File: src/rtl/pipeline_ctrl.sv
// pipeline_ctrl: hazard and sequencing controller for the 5-stage RISC-V pipeline.
//
// Mirrors the register tags of the instructions in EX, MEM and WB. From them it
// derives per-stage advance enables, IF/ID flush, ID/EX bubble, PC increment and
// the EX operand-forwarding selects.
//
// Ports:
//   clk, rst                 clock, synchronous active-high reset
//   id_*                     decoded fields of the instruction currently in ID
//   ex_branch_taken          EX-stage branch/jump resolved taken
//   hold_req                 external freeze of the whole pipeline
//   *_advance                pipeline register write enables
//   pc_inc                   PC increment enable
//   if_id_flush              load NOP into IF/ID
//   id_ex_bubble             load NOP into ID/EX
//   fwd_a_sel, fwd_b_sel     EX operand source: 00 regfile, 01 MEM, 10 WB
//   stall_cycles             saturating count of hazard-stall cycles
//
// Configuration macro: PIPELINE_CTRL_FORWARDING_EN
//   defined   -> MEM/WB forwarding active, only load-use and WB matches stall
//   undefined -> selects tied to 00, any EX/MEM/WB match stalls

module pipeline_ctrl #(
  parameter int unsigned REG_ADDR_WIDTH = 5,
  parameter int unsigned CNT_WIDTH      = 32
) (
  input  logic                      clk,
  input  logic                      rst,
  input  logic                      id_valid,
  input  logic [REG_ADDR_WIDTH-1:0] id_rs1_addr,
  input  logic [REG_ADDR_WIDTH-1:0] id_rs2_addr,
  input  logic                      id_rs1_used,
  input  logic                      id_rs2_used,
  input  logic [REG_ADDR_WIDTH-1:0] id_rd_addr,
  input  logic                      id_rd_wr,
  input  logic                      id_is_load,
  input  logic                      ex_branch_taken,
  input  logic                      hold_req,
  output logic                      if_id_advance,
  output logic                      id_ex_advance,
  output logic                      ex_mem_advance,
  output logic                      mem_wb_advance,
  output logic                      pc_inc,
  output logic                      if_id_flush,
  output logic                      id_ex_bubble,
  output logic [1:0]                fwd_a_sel,
  output logic [1:0]                fwd_b_sel,
  output logic [CNT_WIDTH-1:0]      stall_cycles
);

  typedef logic [REG_ADDR_WIDTH-1:0] addr_t;

  typedef struct packed {
    logic  v;
    logic  wr;
    logic  ld;
    addr_t rd;
  } slot_t;

  // Source fields are only tracked for the EX slot, where forwarding needs them.
  typedef struct packed {
    addr_t rs1;
    addr_t rs2;
    logic  rs1_used;
    logic  rs2_used;
  } src_t;

  slot_t ex_q, ex_d, mem_q, mem_d, wb_q, wb_d;
  src_t  src_q, src_d;
  logic [CNT_WIDTH-1:0] cnt_q, cnt_d;

  logic id_dep_ex, id_dep_mem, id_dep_wb;
  logic haz;

  // x0 never matches: it is hardwired to zero and never a real dependency.
  function automatic logic src_match(input logic used, input addr_t rs, input slot_t s);
    return used && (rs != '0) && s.v && s.wr && (s.rd == rs);
  endfunction

  always_comb begin
    id_dep_ex  = src_match(id_rs1_used, id_rs1_addr, ex_q) |
                 src_match(id_rs2_used, id_rs2_addr, ex_q);
    id_dep_mem = src_match(id_rs1_used, id_rs1_addr, mem_q) |
                 src_match(id_rs2_used, id_rs2_addr, mem_q);
    id_dep_wb  = src_match(id_rs1_used, id_rs1_addr, wb_q) |
                 src_match(id_rs2_used, id_rs2_addr, wb_q);
`ifdef PIPELINE_CTRL_FORWARDING_EN
    // WB still stalls: the regfile has no write-through bypass into ID.
    haz = id_valid & ((id_dep_ex & ex_q.ld) | id_dep_wb);
`else
    haz = id_valid & (id_dep_ex | id_dep_mem | id_dep_wb);
`endif
  end

`ifdef PIPELINE_CTRL_FORWARDING_EN
  // A load result is not available from MEM yet, so MEM forwarding skips loads.
  function automatic logic [1:0] fwd_sel(input logic used, input addr_t rs);
    if (!ex_q.v) return 2'b00;
    if (src_match(used, rs, mem_q) && !mem_q.ld) return 2'b01;
    if (src_match(used, rs, wb_q)) return 2'b10;
    return 2'b00;
  endfunction

  always_comb begin
    fwd_a_sel = 2'b00;
    fwd_b_sel = 2'b00;
    if (!rst) begin
      fwd_a_sel = fwd_sel(src_q.rs1_used, src_q.rs1);
      fwd_b_sel = fwd_sel(src_q.rs2_used, src_q.rs2);
    end
  end

  logic unused_sig;
  assign unused_sig = ^{wb_q.ld, id_dep_mem};
`else
  assign fwd_a_sel = 2'b00;
  assign fwd_b_sel = 2'b00;

  logic unused_sig;
  assign unused_sig = ^{wb_q.ld, ex_q.ld, mem_q.ld, src_q};
`endif

  always_comb begin
    if_id_advance  = 1'b0;
    id_ex_advance  = 1'b0;
    ex_mem_advance = 1'b0;
    mem_wb_advance = 1'b0;
    pc_inc         = 1'b0;
    if_id_flush    = 1'b0;
    id_ex_bubble   = 1'b0;
    ex_d           = ex_q;
    src_d          = src_q;
    mem_d          = mem_q;
    wb_d           = wb_q;
    cnt_d          = cnt_q;
    if (rst || hold_req) begin
      // Reset clears state in the register block; hold freezes everything.
    end else if (ex_branch_taken) begin
      if_id_advance  = 1'b1;
      id_ex_advance  = 1'b1;
      ex_mem_advance = 1'b1;
      mem_wb_advance = 1'b1;
      pc_inc         = 1'b1;
      if_id_flush    = 1'b1;
      id_ex_bubble   = 1'b1;
      ex_d           = '0;
      src_d          = '0;
      mem_d          = ex_q;
      wb_d           = mem_q;
    end else if (haz) begin
      id_ex_advance  = 1'b1;
      ex_mem_advance = 1'b1;
      mem_wb_advance = 1'b1;
      id_ex_bubble   = 1'b1;
      ex_d           = '0;
      src_d          = '0;
      mem_d          = ex_q;
      wb_d           = mem_q;
      if (!(&cnt_q)) cnt_d = cnt_q + CNT_WIDTH'(1);
    end else begin
      if_id_advance  = 1'b1;
      id_ex_advance  = 1'b1;
      ex_mem_advance = 1'b1;
      mem_wb_advance = 1'b1;
      pc_inc         = 1'b1;
      ex_d           = '{v: id_valid, wr: id_rd_wr, ld: id_is_load, rd: id_rd_addr};
      src_d          = '{rs1: id_rs1_addr, rs2: id_rs2_addr,
                         rs1_used: id_rs1_used, rs2_used: id_rs2_used};
      mem_d          = ex_q;
      wb_d           = mem_q;
    end
  end

  always_ff @(posedge clk) begin
    if (rst) begin
      ex_q  <= '0;
      src_q <= '0;
      mem_q <= '0;
      wb_q  <= '0;
      cnt_q <= '0;
    end else begin
      ex_q  <= ex_d;
      src_q <= src_d;
      mem_q <= mem_d;
      wb_q  <= wb_d;
      cnt_q <= cnt_d;
    end
  end

  assign stall_cycles = cnt_q;

endmodule

File: config.mk
export PLATFORM = sky130hd
export DESIGN_NAME = pipeline_ctrl
export DESIGN_NICKNAME = d
export VERILOG_FILES = /design/src/rtl/pipeline_ctrl.sv
export SDC_FILE = /design/constraint.sdc
export NUM_CORES = 1
export LEC_CHECK = 0
export ABC_AREA = 1
export BUFFER_PORTS_ARGS = -buffer_cell sky130_fd_sc_hd__buf_2
export CAP_MARGIN = 10
export CORE_MARGIN = 2
export CORE_UTILIZATION = 35
export CTS_CLUSTER_SIZE = 40
export DETAILED_ROUTE_END_ITERATION = 8
export PLACE_DENSITY_LB_ADDON = 0.15
export SYNTH_ARGS = -nofsm -noshare
export SYNTH_HDL_FRONTEND = slang
export SYNTH_SLANG_ARGS = --single-unit
File: constraint.sdc
create_clock -name clk -period 2.08 [get_ports clk]
set_input_delay 0.416 -clock clk [delete_from_list [all_inputs] [get_ports clk]]
set_output_delay 0.416 -clock clk [all_outputs]
set_load 0.05 [all_outputs]
==> results of run 1 <==
## synthesized netlist by cell type (all sizes together)
cell | number | area (um2)
ha | 1 | 12.51
nand4 | 29 | 196.4
buf | 16 | 116.4
xor2 | 12 | 105.1
nand3 | 26 | 145.1
nor2 | 107 | 426.7
clkbuf | 8 | 30.03
o21ai | 31 | 155.1
nand3b | 1 | 7.510
nor3 | 8 | 45.04
nor4 | 1 | 6.260
a21oi | 23 | 115.1
dfxtp | 53 | 1061
o21bai | 9 | 67.56
conb | 1 | 3.750
and2 | 1 | 6.260
xnor2 | 4 | 35.03
nand2 | 145 | 544.3
inv | 88 | 330.3
## report_power, final
part / internal, uW / total, uW / switching (uW)
clock network: 239 / 615 / 376
logic: 88.4 / 274 / 186
registers: 1030 / 1040 / 14.4
total: 1360 / 1930 / 577
## sequential cells by signal, summed over array words and instances (netlist names)
register / count
stall_cycles: 32
wb_q: 7
mem_q: 7
ex_q: 7
## how the worst max path moves through the flow
stage	from	end	slack (ns)	cells past startpoint
3_5_place_dp	id_rs1_addr[2]	if_id_advance	-0.13	14
2_1_floorplan	hold_req	pc_inc	-0.03	6
5_1_grt	wb_q[2]	if_id_advance	-0.26	13
3_3_place_gp	id_rs1_addr[2]	if_id_advance	-0.13	14
6_report	ex_q[0]	if_id_advance	-0.10	10
4_1_cts	wb_q[1]	id_ex_bubble	-0.11	13
## layout make-up
type                       count  area share (%)
multi-input combinational    402           47.58
sequential                    53           26.56
timing repair buffer          79           11.55
inverter                      88           8.088
tap                          133           4.075
clock buffer                   6           1.777
clock inverter                 2          0.3676
## kinds of logic (layout without fill, tap and decap cells)
logic type | after synthesis | after routing
other | 1 | 4
AND/OR/NAND/NOR | 318 | 318
AO/OA/AOI/OAI | 63 | 63
adder cells (fa/ha/maj) | 1 | 1
buffers and inverters | 112 | 175
flip-flops | 53 | 53
XOR/XNOR | 16 | 16
## metrics by stage
| step | utilization, % | area [um2] | hold slack, ns |
|---|---|---|---|
| 2_1_floorplan | - | 3440 | 0.4546 |
| 3_3_place_gp | 40.52 | 3887 | 0.4776 |
| 3_5_place_dp | 40.52 | 3887 | 0.4865 |
| 4_1_cts | 41.97 | 4026 | 0.3497 |
| 5_1_grt | 42.57 | 4084 | 0.3681 |
| 6_report | 42.57 | 4084 | 0.3567 |
## timing repair
item                       4_1_cts  5_1_grt
resized for setup               17       23
setup endpoints to repair        3       15
setup buffers                    3        0
pin swaps                        5        7
## layout by cell type (no fill, tap or decap), types with 2 or more instances in the layout
| master | n |
|---|---|
| xnor2_1 | 4 |
| nand4_1 | 28 |
| inv_1 | 78 |
| clkbuf_8 | 5 |
| xor2_1 | 12 |
| nand3_2 | 2 |
| nor3_1 | 7 |
| a21oi_1 | 23 |
| clkinvlp_4 | 2 |
| buf_6 | 3 |
| nand2_1 | 141 |
| nand2_2 | 4 |
| o21ai_1 | 3 |
| o21bai_1 | 9 |
| buf_2 | 58 |
| nand3_1 | 23 |
| dfxtp_1 | 38 |
| nor2_4 | 4 |
| inv_2 | 10 |
| nor2_2 | 8 |
| o21ai_0 | 26 |
| nor2_1 | 95 |
| dfxtp_2 | 13 |
| dfxtp_4 | 2 |
| conb_1 | 4 |
| buf_4 | 17 |
## per-layer routing
metal	share of wire, %	up-vias	GRT usage [%]
li1	-	1877	-
met1	44	1587	21.07
met2	50	68	33.89
met3	3.6	15	2.847
met4	1.6	2	5.026
met5	0.12	-	0
## worst max-delay path, delay by kind of cell (launching register included)
family / cells / cell delay (ns)
buf+inv: 2 / 0.23
flops: 1 / 0.37
compound gates: 1 / 0.15
xor+xnor: 1 / 0.15
simple gates: 6 / 0.55
==> metrics.txt, run 1 <==
status finished, violations left; violated checks negative setup slack; CTS tree done; Via Count 3549; Initial Utilization 35.54%; Worst Slack Setup Final -0.1014 ns; worst vdd ir 0.2452 mV; clock-pin slew on the worst setup and hold paths 0.10 ns; R2R depth 13; Finished Layout Cells 763; Via density 4.651; setup TNS -0.2950 ns; RSZ-0062 raised after global routing true; vias in the first global route 3398; die height 102.7 um; number of diodes 0; DRT Pass-1 Iters 4; area of the multi-input gates 1943 um2; routability cong. 0.8341; Clock Sinks 53; FF-to-FF End stall_cycles[27]; Worst EP required 1.66 ns; post-synthesis mux area share 0%; number of max-cap violations 0; final WL 9.114 mm; Largest stage delay, worst path 0.37 ns; hold buffer count at cts 0; Die X 102.7 um; area share of xor/xnor cells in the synthesized design 4.110%; WHS Endpoint ex_q[0]; Longest Clk Path Bufs 2; nature of the critical path endpoint primary output; CTS Buf Count 5; HP Class input port to flip-flop; # H-tree levels 2; R2R Path Start stall_cycles[1]; antenna-violating nets left 0; Area growth syn-to-layout 19.78%; Setup CP Type flip-flop to primary output; Fmax achieved 0.4584 GHz; min Tclk post-route 2.181 ns; DP Cell Count 752; R2R Setup Slk 0.24 ns; Adder-Cell Fraction of Synth Area 0.3670%; Avg Inst Size Synth 6.045 um2; # fillers 1086; DR DRC count 0; HP Start id_rd_addr[0]; Worst setup SP type flip-flop; CP max FO 4; Post-Synthesis Cells 564; DP HPWL 6.790 mm; CP max stage cell dfxtp_4; Sequential Area 1085 um2; synth unique cells 29; Layout Skew 0.01606 ns; initial antenna violation count 1; post-DR wirelength/cell 11.94 um; Clock Tree Root clkbuf_8; Leakage 0.001749 uW; Die ar. 10550 um2; Synth Area in Compound Gates 9.908%; overall power 1932 uW; share of layout cells above drive strength 1 21.43%; pwr/cell area 473.2 nW/um2; most frequent CP cell nor2_1; #FFs+latches synth 53; main combinational cell family by area after synthesis simple AND/OR/NAND/NOR gates; grt total ovfl 0; core area 9594 um2; Post-Synth Simple-Gate Area 40.40%; IO Port Bufs 61; Pins Over Slew Limit 0; global-route usage over all layers 18.04%; Final setup viols 3; Final Hold Vio Count 0; IO Pins 67; Final nets 654; largest net degree at the start of global routing 28; Seq/Total Area, Yosys 31.12%; row count 36; Hold Path Stages 3; Synth Cell Area 3410 um2; Final Cycle Share 104.9%; Synth Warn # 0; DRT iter0 DRCs 97; arrival time worst endpoint 1.77 ns; CP Cell Sequence xor2_1 > nor2_1 > nand3_1 > nor2_1 > nor2_1 > nand3_2 > nand2_2 > o21ai_2 > inv_2 > buf_4; first-pass GRT wire length 15.11 mm; pre-CTS WS -0.1273 ns; worst-skew pair later-pin latency 0.32 ns
No activity file was read; power rests on OpenSTA's default activity.
==> run 2: changes to the inputs <==
--- a/config.mk
+++ b/config.mk
@@ -13,6 +13,7 @@
 export CTS_CLUSTER_SIZE = 40
 export DETAILED_ROUTE_END_ITERATION = 8
 export PLACE_DENSITY_LB_ADDON = 0.15
+export SKIP_LAST_GASP = 1
 export SYNTH_ARGS = -nofsm -noshare
 export SYNTH_HDL_FRONTEND = slang
 export SYNTH_SLANG_ARGS = --single-unit
==> run 2 against run 1 <==
The run still ends with negative setup slack left; total power decreased by 0.13%; count of clock-buffer cells in the layout did not move; non-clock buffer count did not move; register-to-register slack about the same; clock power barely moved; maximum frequency fell by 0.16%; utilization shrank 0.23 points; critical path depth increased by 2; global-route usage unchanged; worst setup slack got worse by 0.0036 ns; sequential share of layout area up 0.086 points; via count is 0.11% lower; critical path type unchanged.
==> metrics.txt, run 2 (synthesis gave the netlist of run 1 again) <==
Worst path top cell family by delay simple AND/OR/NAND/NOR gates; # fillers 1081; Via Count 3545; post-DR wirelength/cell 11.89 um; Reg power frac 54.1%; Die ar. 10550 um2; min Tclk post-route 2.185 ns; Initial Utilization 35.54%; Worst setup SP type flip-flop; overall power 1930 uW; final WL 9.075 mm; HP Start id_rd_addr[0]; Layout Skew 0.01449 ns; number of max-cap violations 0; Final nets 654; Finished Layout Cells 763; worst-skew pair later-pin latency 0.32 ns; status finished, violations left; P_sw 574.2 uW; RSZ-0062 raised after global routing true; Comb power frac 14.0%; Longest Clk Path Bufs 2; Final setup viols 3; max reg flops 32; Int Power 1356 uW; Worst Slack Setup Final -0.1049 ns; number of diodes 0; CP max FO 4; most frequent CP cell nor2_1; arrival time worst endpoint 1.77 ns; Area growth syn-to-layout 19.12%; fin area 4061 um2; Pins Over Slew Limit 0; CP Cell Sequence inv_1 > nand2_1 > nand2_1 > nor2_1 > nand3_1 > nor2_1 > nor2_1 > nand3_2 > buf_6 > nand3_2 > o21ai_2 > buf_6; DP HPWL 6.790 mm; # H-tree levels 2; share of layout cells above drive strength 1 20.95%; Final Hold Vio Count 0; vias in the first global route 3398; die height 102.7 um; grt total ovfl 0; Clock Sinks 53; R2R Path Start stall_cycles[1]; largest net degree at the start of global routing 28; violated checks negative setup slack; antenna-violating nets left 0; pwr/cell area 475.2 nW/um2; row count 36; hold buffer count at cts 0; clock-pin slew on the worst setup and hold paths 0.10 ns; DP Cell Count 752; global-route usage over all layers 18.04%; Worst EP required 1.66 ns; CP startpoint mem_q[1]; DR DRC count 0; Largest stage delay, worst path 0.36 ns; worst vdd ir 0.2449 mV; Via density 4.646; most frequent cells in the layout nand2_1, nor2_1, inv_1; Buf+Inv Stages, Crit Path 3; Leakage 0.001747 uW; Setup CP Type flip-flop to primary output; most common cell after layout, fill and taps aside nand2_1; HP Class input port to flip-flop; Fmax achieved 0.4577 GHz; CTS tree done; CTS Buf Count 5; IO Port Bufs 61; Sw Ratio 29.75%; CP max stage cell dfxtp_2; nature of the critical path endpoint primary output; core area 9594 um2; Clock Tree Root clkbuf_8; Die X 102.7 um; IO Pins 67; DRT Pass-1 Iters 4; first-pass GRT wire length 15.11 mm; initial antenna violation count 1; Final Cycle Share 105.0%; Placed Area 3887 um2; routability cong. 0.8341; DRT iter0 DRCs 110; clock power share 31.9%
-- run 2: cell counts in the layout (fill, tap and decap cells not counted) --
No cell type changed its count.
-- run 2: final timing paths --
check | slack, ns | cells past startpoint | endpoint
max | -0.10 | 12 | id_ex_bubble
min | 0.36 | 3 | ex_q[0]
max reg2reg | 0.23 | 13 | stall_cycles[27]
min reg2reg | 0.47 | 2 | wb_q[2]
-- run 2: layout make-up --
type                            count  area (um2)  share of cell area [%]
Timing Repair Buffer               79       471.7                   11.61
Clock buffer                        6       72.57                   1.787
Clock inverter                      2       15.01                  0.3697
Tap cell                          133       166.4                   4.097
Sequential cell                    53        1082                   26.65
Inverter                           88       330.3                   8.133
Multi-Input combinational cell    402        1923                   47.35
-- run 2: worst reg2reg max path, delay by kind of cell (launching register included) --
kind | cells | cell delay, ns
flip-flops | 1 | 0.37
adder cells (fa/ha/maj) | 1 | 0.19
AO/OA/AOI/OAI | 1 | 0.14
AND/OR/NAND/NOR | 9 | 0.84
buffers and inverters | 2 | 0.25
-- run 2: repair_timing --
item / 4_1_cts / 5_1_grt
setup endpoints to repair: 3 / 15
gates resized for setup: 17 / 17
setup buffers: 3 / 0
pin swaps: 5 / 7
cloned: 0 / 0
-- run 2: stage by stage --
step / hold slack (ns) / setup slack, ns / util (%) / setup TNS [ns]
after global placement: 0.4776 / -0.1291 / 40.52 / -0.3360
after global routing: 0.3681 / -0.2664 / 42.33 / -0.7997
after detailed placement: 0.4865 / -0.1273 / 40.52 / -0.3534
after CTS: 0.3497 / -0.1088 / 41.97 / -0.3106
final: 0.3592 / -0.1049 / 42.33 / -0.2988
after floorplan: 0.4546 / -0.03464 / - / -0.03464
-- run 2: power by group through the flow --
stage | combinational, uW | clock (uW) | sequential [uW]
final | 271 | 615 | 1040
after global routing | 302 | 672 | 1050
after CTS | 272 | 641 | 1040
after detailed placement | 265 | 0 | 1070
after global placement | 263 | 0 | 1070
after floorplan | 185 | 0 | 1060
-- run 2: metal layers --
layer / part of all wire [%] / up-vias / wire length [um] / GRT usage (%)
met5: 0.12 / - / 11 / 0
met4: 1.6 / 2 / 145 / 5.026
met3: 4.1 / 15 / 373 / 2.847
met2: 50 / 80 / 4559 / 33.89
met1: 44 / 1570 / 3985 / 21.07
li1: - / 1878 / - / -
